--- config.mk ---
export PLATFORM = sky130hd
export DESIGN_NAME = ram_port_arbiter
export DESIGN_NICKNAME = d
export VERILOG_FILES = /design/src/rtl/ram_port_arbiter.sv
export SDC_FILE = /design/constraint.sdc
export NUM_CORES = 1
export LEC_CHECK = 0
export CAP_MARGIN = 20
export CORE_MARGIN = 2
export CORE_UTILIZATION = 50
export CTS_CLUSTER_DIAMETER = 80
export DETAILED_ROUTE_END_ITERATION = 8
export PLACE_DENSITY = 0.83
export SLEW_MARGIN = 20
export SYNTH_ARGS = -nofsm -noshare
export SYNTH_HDL_FRONTEND = slang
export SYNTH_SLANG_ARGS = --single-unit
--- constraint.sdc ---
create_clock -name clk -period 4.6 [get_ports clk]
set_input_delay 0.92 -clock clk [delete_from_list [all_inputs] [get_ports clk]]
set_output_delay 0.92 -clock clk [all_outputs]
set_load 0.01 [all_outputs]
--- src/rtl/ram_port_arbiter.sv ---
// Two-requester round-robin arbiter that turns word reads/writes into the
// RAM's two-beat command protocol and returns read data with a one-cycle ack.
module ram_port_arbiter #(
  parameter int ADDR_SIZE = 8,
  parameter int TIMEOUT   = 8
) (
  input  logic                 clk,
  input  logic                 rst_n,
  input  logic                 a_req,
  input  logic                 a_we,
  input  logic [ADDR_SIZE-1:0] a_addr,
  input  logic [ADDR_SIZE-1:0] a_wdata,
  output logic                 a_ack,
  output logic [ADDR_SIZE-1:0] a_rdata,
  output logic                 a_err,
  input  logic                 b_req,
  input  logic                 b_we,
  input  logic [ADDR_SIZE-1:0] b_addr,
  input  logic [ADDR_SIZE-1:0] b_wdata,
  output logic                 b_ack,
  output logic [ADDR_SIZE-1:0] b_rdata,
  output logic                 b_err,
  output logic                 busy,
  output logic [ADDR_SIZE+1:0] ram_din,
  output logic                 ram_rx_valid,
  input  logic [ADDR_SIZE-1:0] ram_dout,
  input  logic                 ram_tx_valid
);

  localparam int TW = $clog2(TIMEOUT + 1);

  typedef enum logic [2:0] {
    S_IDLE      = 3'd0,
    S_SEND_ADDR = 3'd1,
    S_SEND_DATA = 3'd2,
    S_WAIT_RD   = 3'd3,
    S_DONE      = 3'd4
  } state_t;

  state_t                 r_state;
  state_t                 w_state_nxt;
  logic                   r_owner;       // 1 = requester B
  logic                   r_last_grant;  // 1 = requester B
  logic                   r_we;
  logic [ADDR_SIZE-1:0]   r_addr;
  logic [ADDR_SIZE-1:0]   r_wdata;
  logic [TW-1:0]          r_timer;
  logic [ADDR_SIZE+1:0]   r_din_last;
  logic [ADDR_SIZE-1:0]   r_a_rdata;
  logic [ADDR_SIZE-1:0]   r_b_rdata;
  logic                   r_a_err;
  logic                   r_b_err;

  logic                   w_any_req;
  logic                   w_grant_b;
  logic [TW-1:0]          w_timer_nxt;
  logic                   w_timeout;
  logic [ADDR_SIZE+1:0]   w_addr_beat;
  logic [ADDR_SIZE+1:0]   w_data_beat;

  // On a tie, B wins only if A was served last
  assign w_any_req   = a_req | b_req;
  assign w_grant_b   = b_req & (~a_req | ~r_last_grant);
  assign w_timer_nxt = r_timer + 1'b1;
  assign w_timeout   = (w_timer_nxt == TW'(TIMEOUT - 1));
  assign w_addr_beat = {(r_we ? 2'b00 : 2'b10), r_addr};
  assign w_data_beat = {(r_we ? 2'b01 : 2'b11), (r_we ? r_wdata : {ADDR_SIZE{1'b0}})};

  assign a_rdata = r_a_rdata;
  assign b_rdata = r_b_rdata;
  assign a_err   = r_a_err;
  assign b_err   = r_b_err;

  always_ff @(posedge clk or negedge rst_n) begin
    if (!rst_n) begin
      r_state <= S_IDLE;
    end else begin
      r_state <= w_state_nxt;
    end
  end

  always_comb begin
    w_state_nxt = r_state;
    case (r_state)
      S_IDLE:      if (w_any_req) w_state_nxt = S_SEND_ADDR;
      S_SEND_ADDR: w_state_nxt = S_SEND_DATA;
      S_SEND_DATA: w_state_nxt = r_we ? S_DONE : S_WAIT_RD;
      S_WAIT_RD:   if (ram_tx_valid || w_timeout) w_state_nxt = S_DONE;
      S_DONE:      w_state_nxt = S_IDLE;
      default:     w_state_nxt = S_IDLE;
    endcase
  end

  always_comb begin
    ram_rx_valid = 1'b0;
    ram_din      = r_din_last;
    busy         = (r_state != S_IDLE);
    a_ack        = 1'b0;
    b_ack        = 1'b0;
    case (r_state)
      S_SEND_ADDR: begin
        ram_rx_valid = 1'b1;
        ram_din      = w_addr_beat;
      end
      S_SEND_DATA: begin
        ram_rx_valid = 1'b1;
        ram_din      = w_data_beat;
      end
      S_DONE: begin
        a_ack = ~r_owner;
        b_ack = r_owner;
      end
      default: ;
    endcase
  end

  always_ff @(posedge clk or negedge rst_n) begin
    if (!rst_n) begin
      r_owner      <= 1'b0;
      r_last_grant <= 1'b1;
      r_we         <= 1'b0;
      r_addr       <= '0;
      r_wdata      <= '0;
      r_timer      <= '0;
      r_din_last   <= '0;
      r_a_rdata    <= '0;
      r_b_rdata    <= '0;
      r_a_err      <= 1'b0;
      r_b_err      <= 1'b0;
    end else begin
      case (r_state)
        S_IDLE: begin
          if (w_any_req) begin
            r_owner <= w_grant_b;
            r_we    <= w_grant_b ? b_we    : a_we;
            r_addr  <= w_grant_b ? b_addr  : a_addr;
            r_wdata <= w_grant_b ? b_wdata : a_wdata;
          end
        end
        S_SEND_DATA: begin
          r_din_last <= w_data_beat;
          r_timer    <= '0;
          if (r_we) begin
            if (r_owner) r_b_err <= 1'b0;
            else         r_a_err <= 1'b0;
          end
        end
        S_WAIT_RD: begin
          r_timer <= w_timer_nxt;
          // Data arriving on the last allowed cycle still counts as success
          if (ram_tx_valid) begin
            if (r_owner) begin
              r_b_rdata <= ram_dout;
              r_b_err   <= 1'b0;
            end else begin
              r_a_rdata <= ram_dout;
              r_a_err   <= 1'b0;
            end
          end else if (w_timeout) begin
            if (r_owner) begin
              r_b_rdata <= '0;
              r_b_err   <= 1'b1;
            end else begin
              r_a_rdata <= '0;
              r_a_err   <= 1'b1;
            end
          end
        end
        S_DONE: r_last_grant <= r_owner;
        default: ;
      endcase
    end
  end

endmodule

==> impl_metrics.tcl <==
set metrics [dict create \
    status "finished clean" \
    seq_area_frac_synth 0.547 \
    area_growth_pct 39.1 \
    gp_congestion 0.804 \
    overall_die_area_um2 5520 \
    wirelength_mm 5.42 \
    grt_setup_unrepaired "no" \
    setup_total_negative_slack_ps 0 \
    worst_setup_path_end_kind "output pin" \
    ys_seq_elements 54 \
    worst_reg2reg_setup_slack_ps 2660 \
    max_slew_margin 0.453 \
    post_synthesis_xor_xnor_area_fraction 0 \
    critical_path_peak_fanout 13 \
    slew_viol_final 0 \
    vias_per_cell 5.42 \
    root_buffer "clkbuf_8" \
    first_global_vias 1953 \
    cts-buffers-inserted 5 \
    worstRegToRegCells 5 \
    global_route.usage.total 0.212 \
    synth_cells 236 \
    timing.critical_path.arrival_ps 2790 \
    cts-resized-gates 0 \
    final-setup-viol-count 0 \
    hold_buffers 0 \
    worstSetupPathType "reg2out" \
    grt-ovfl-total 0 \
    die_width_um 74.3 \
    insertedDiodeCount 0 \
    drt-pass1-iter-count 4 \
    hpwlAfterDp_mm 3.85 \
    seqPwrFrac 0.375 \
    synth_compound_gate_area_share 0.198 \
    finish.net_count 362 \
    pwr-share-comb 0.480 \
    syn-mean-instance-area_um2 10.5 \
    worst_path_largest_cell_delay_ps 720 \
    synth_fa_ha_area_frac 0.0101 \
    hold_viol_final 0 \
    wire_per_inst_um 14.2 \
    power.leakage_nw 1.54 \
    via_count 2066 \
    post_synth_instance_area_um2 2470 \
    main_combinational_cell_family_by_area_after_synthesis "compound AO/OA/AOI/OAI gates" \
    min_path_cells 1 \
    first_iter_violations 104 \
    p_int_mw 1.44 \
    critical_path_cell_sequence "or3b_1, nor2b_1, a22oi_1, nand2_1, clkdlybuf4s50_1" \
    crit-reg2reg-capture "b_rdata[7]" \
    floorplan.initialDensity 0.520 \
    cp_data_required_time_ps 3680 \
    drc_errors 0 \
    clk_pin_slew_ps 100 \
    syn-num-nets 285 \
    htree_levels 2 \
    antenna_found_initial 0 \
    critical-path-top-delay-family "simple AND/OR/NAND/NOR gates" \
    yosys.cell_types.count 37 \
    proportion_of_layout_cells_with_a_drive_suffix_above_1 0.0637 \
    synthSimpleGateAreaFrac 0.142 \
    synthMuxAreaShare 0.0689 \
    die_y_um 74.3 \
    pwr_density_cell_nw_per_um2 662 \
    startpoint_of_the_worst_hold_path "r_din_last[8]" \
    max-clock-path-buffers 2 \
    post_cts.repair.setup_buffers 0 \
    final_core_util 0.723 \
    ant_nets 0 \
    wire_length_of_the_first_global_routing_pass_mm 8.92 \
    total_switching_power_uw 836 \
    placeableCoreArea_um2 4750 \
    pwr-share-clk 0.145 \
    cts_tree "built" \
    min_cycle_time_layout_ps 3710 \
    max_freq_ghz 0.270 \
    num_rows 25 \
    worst-path-buf-inv 1 \
    min_path_type "reg2reg" \
    placed_cells 373 \
    cp_slowest_cell "nor2b_1" \
    critPathLaunchType "flop" \
    period_share 0.807 \
    yosysWarningCount 0 \
    design.portCount 79 \
    clk-insertion-delay-late_ps 310 \
    critical_path.reg2reg.startpoint "r_timer[0]" \
    fin_skew_ps 3.26 \
    p_sw_frac 0.367 \
    maximum_number_of_pins_on_one_net_before_global_route_repair 55 \
    maxCapViolations 0 \
    worstMarginPinSlew_ps 819 \
    vdd_drop_max_mv 0.477 \
    clock-sinks 54 \
    place.port_buffers 78 \
    holdPathEnd "r_din_last[8]" \
    count_of_non_filler_cells_in_the_finished_layout 381 \
]
## power by group through the flow
stage	clock network (mW)	registers (mW)	logic, mW
after floorplan	0	0.850	0.601
after global placement	0	0.857	1.07
after detailed placement	0	0.856	1.10
after CTS	0.336	0.851	1.11
after global routing	0.353	0.881	1.20
final	0.330	0.853	1.09
## worst max-delay path by stage
| stage | start | to | slack, ps | depth (start not counted) |
|---|---|---|---|---|
| after floorplan | r_state[2] | ram_din[0] | 2250 | 5 |
| after global placement | r_state[1] | ram_din[5] | 1270 | 5 |
| after detailed placement | r_state[1] | ram_din[3] | 1260 | 5 |
| after CTS | r_state[1] | ram_din[3] | 880 | 5 |
| after global routing | r_state[1] | ram_din[1] | 700 | 5 |
| final | r_state[1] | ram_din[1] | 890 | 5 |
## cell usage after synthesis
master,number,area share
dfrtp_1,53,0.54
nor2_1,26,0.039
a22o_1,25,0.089
nand2_1,25,0.038
a21oi_1,20,0.041
mux2i_1,17,0.069
a22oi_1,8,0.024
buf_2,6,0.012
inv_1,6,0.0091
clkbuf_1,4,0.0061
nand2b_1,4,0.010
o21ai_1,4,0.0081
a21o_1,3,0.0091
o21ai_0,3,0.0061
o31ai_1,3,0.0091
a21boi_1,2,0.0061
and2_1,2,0.0051
buf_1,2,0.0030
ha_1,2,0.010
inv_2,2,0.0030
nor2b_1,2,0.0051
nor3_1,2,0.0041
and3b_1,1,0.0035
dfstp_2,1,0.011
nand3_1,1,0.0020
nand3b_1,1,0.0030
nor2_2,1,0.0025
nor2_4,1,0.0046
nor3b_1,1,0.0030
nor4_1,1,0.0025
nor4b_2,1,0.0061
nor4bb_1,1,0.0041
o21bai_1,1,0.0030
o31a_1,1,0.0035
or2_1,1,0.0025
or3_1,1,0.0025
or3b_1,1,0.0035
## sequential cells by signal, summed over array words and instances, names as in the netlist, 3 cells and up
| name | count |
|---|---|
| b_rdata | 8 |
| r_wdata | 8 |
| r_timer | 4 |
| a_rdata | 8 |
| r_state | 3 |
| r_din_last | 10 |
| r_addr | 8 |
## through the flow
step / cell area [um2] / hold slack, ps / setup WS (ps) / total power, mW
6_report: 3440 / 477 / 890 / 2.28
5_1_grt: 3440 / 517 / 705 / 2.44
4_1_cts: 3440 / 480 / 880 / 2.29
3_5_place_dp: 3320 / 451 / 1260 / 1.95
3_3_place_gp: 3310 / 443 / 1270 / 1.93
2_1_floorplan: 2470 / 423 / 2250 / 1.45
## per-layer routing
metal	GRT usage	vias to the layer above	part of all wire
met1	0.269	989	0.42
met4	0.0516	0	0.0061
met3	0.0515	5	0.061
li1	-	990	-
met2	0.369	82	0.51
met5	0	-	0
## layout make-up
class | instances | area [um2]
tap | 67 | 83.8
fill | 391 | 1320
timing repair buffer | 82 | 806
sequential | 54 | 1350
clock inverter | 3 | 48.8
clock buffer | 5 | 68.8
multi-input combinational | 162 | 1050
inverter | 8 | 30.0
## cells in the final DEF, fill, tap and decap left out, types with 5 or more instances in the layout
| cell type | netlist | layout |
|---|---|---|
| clkdlybuf4s50_1 | 0 | 77 |
| dfrtp_1 | 53 | 53 |
| nor2_1 | 26 | 26 |
| nand2_1 | 25 | 25 |
| a22o_1 | 25 | 25 |
| a21oi_1 | 20 | 20 |
| mux2i_1 | 17 | 17 |
| a22oi_1 | 8 | 8 |
| inv_1 | 6 | 6 |
| clkbuf_8 | 0 | 5 |
## cells by family after synthesis
group | Yosys count
AOI/OAI and AO/OA | 70
DFF | 54
muxes | 17
buffers and inverters | 20
adders and majority gates | 2
and+or+nand+nor | 73
Power figures use the tool's default switching activity.
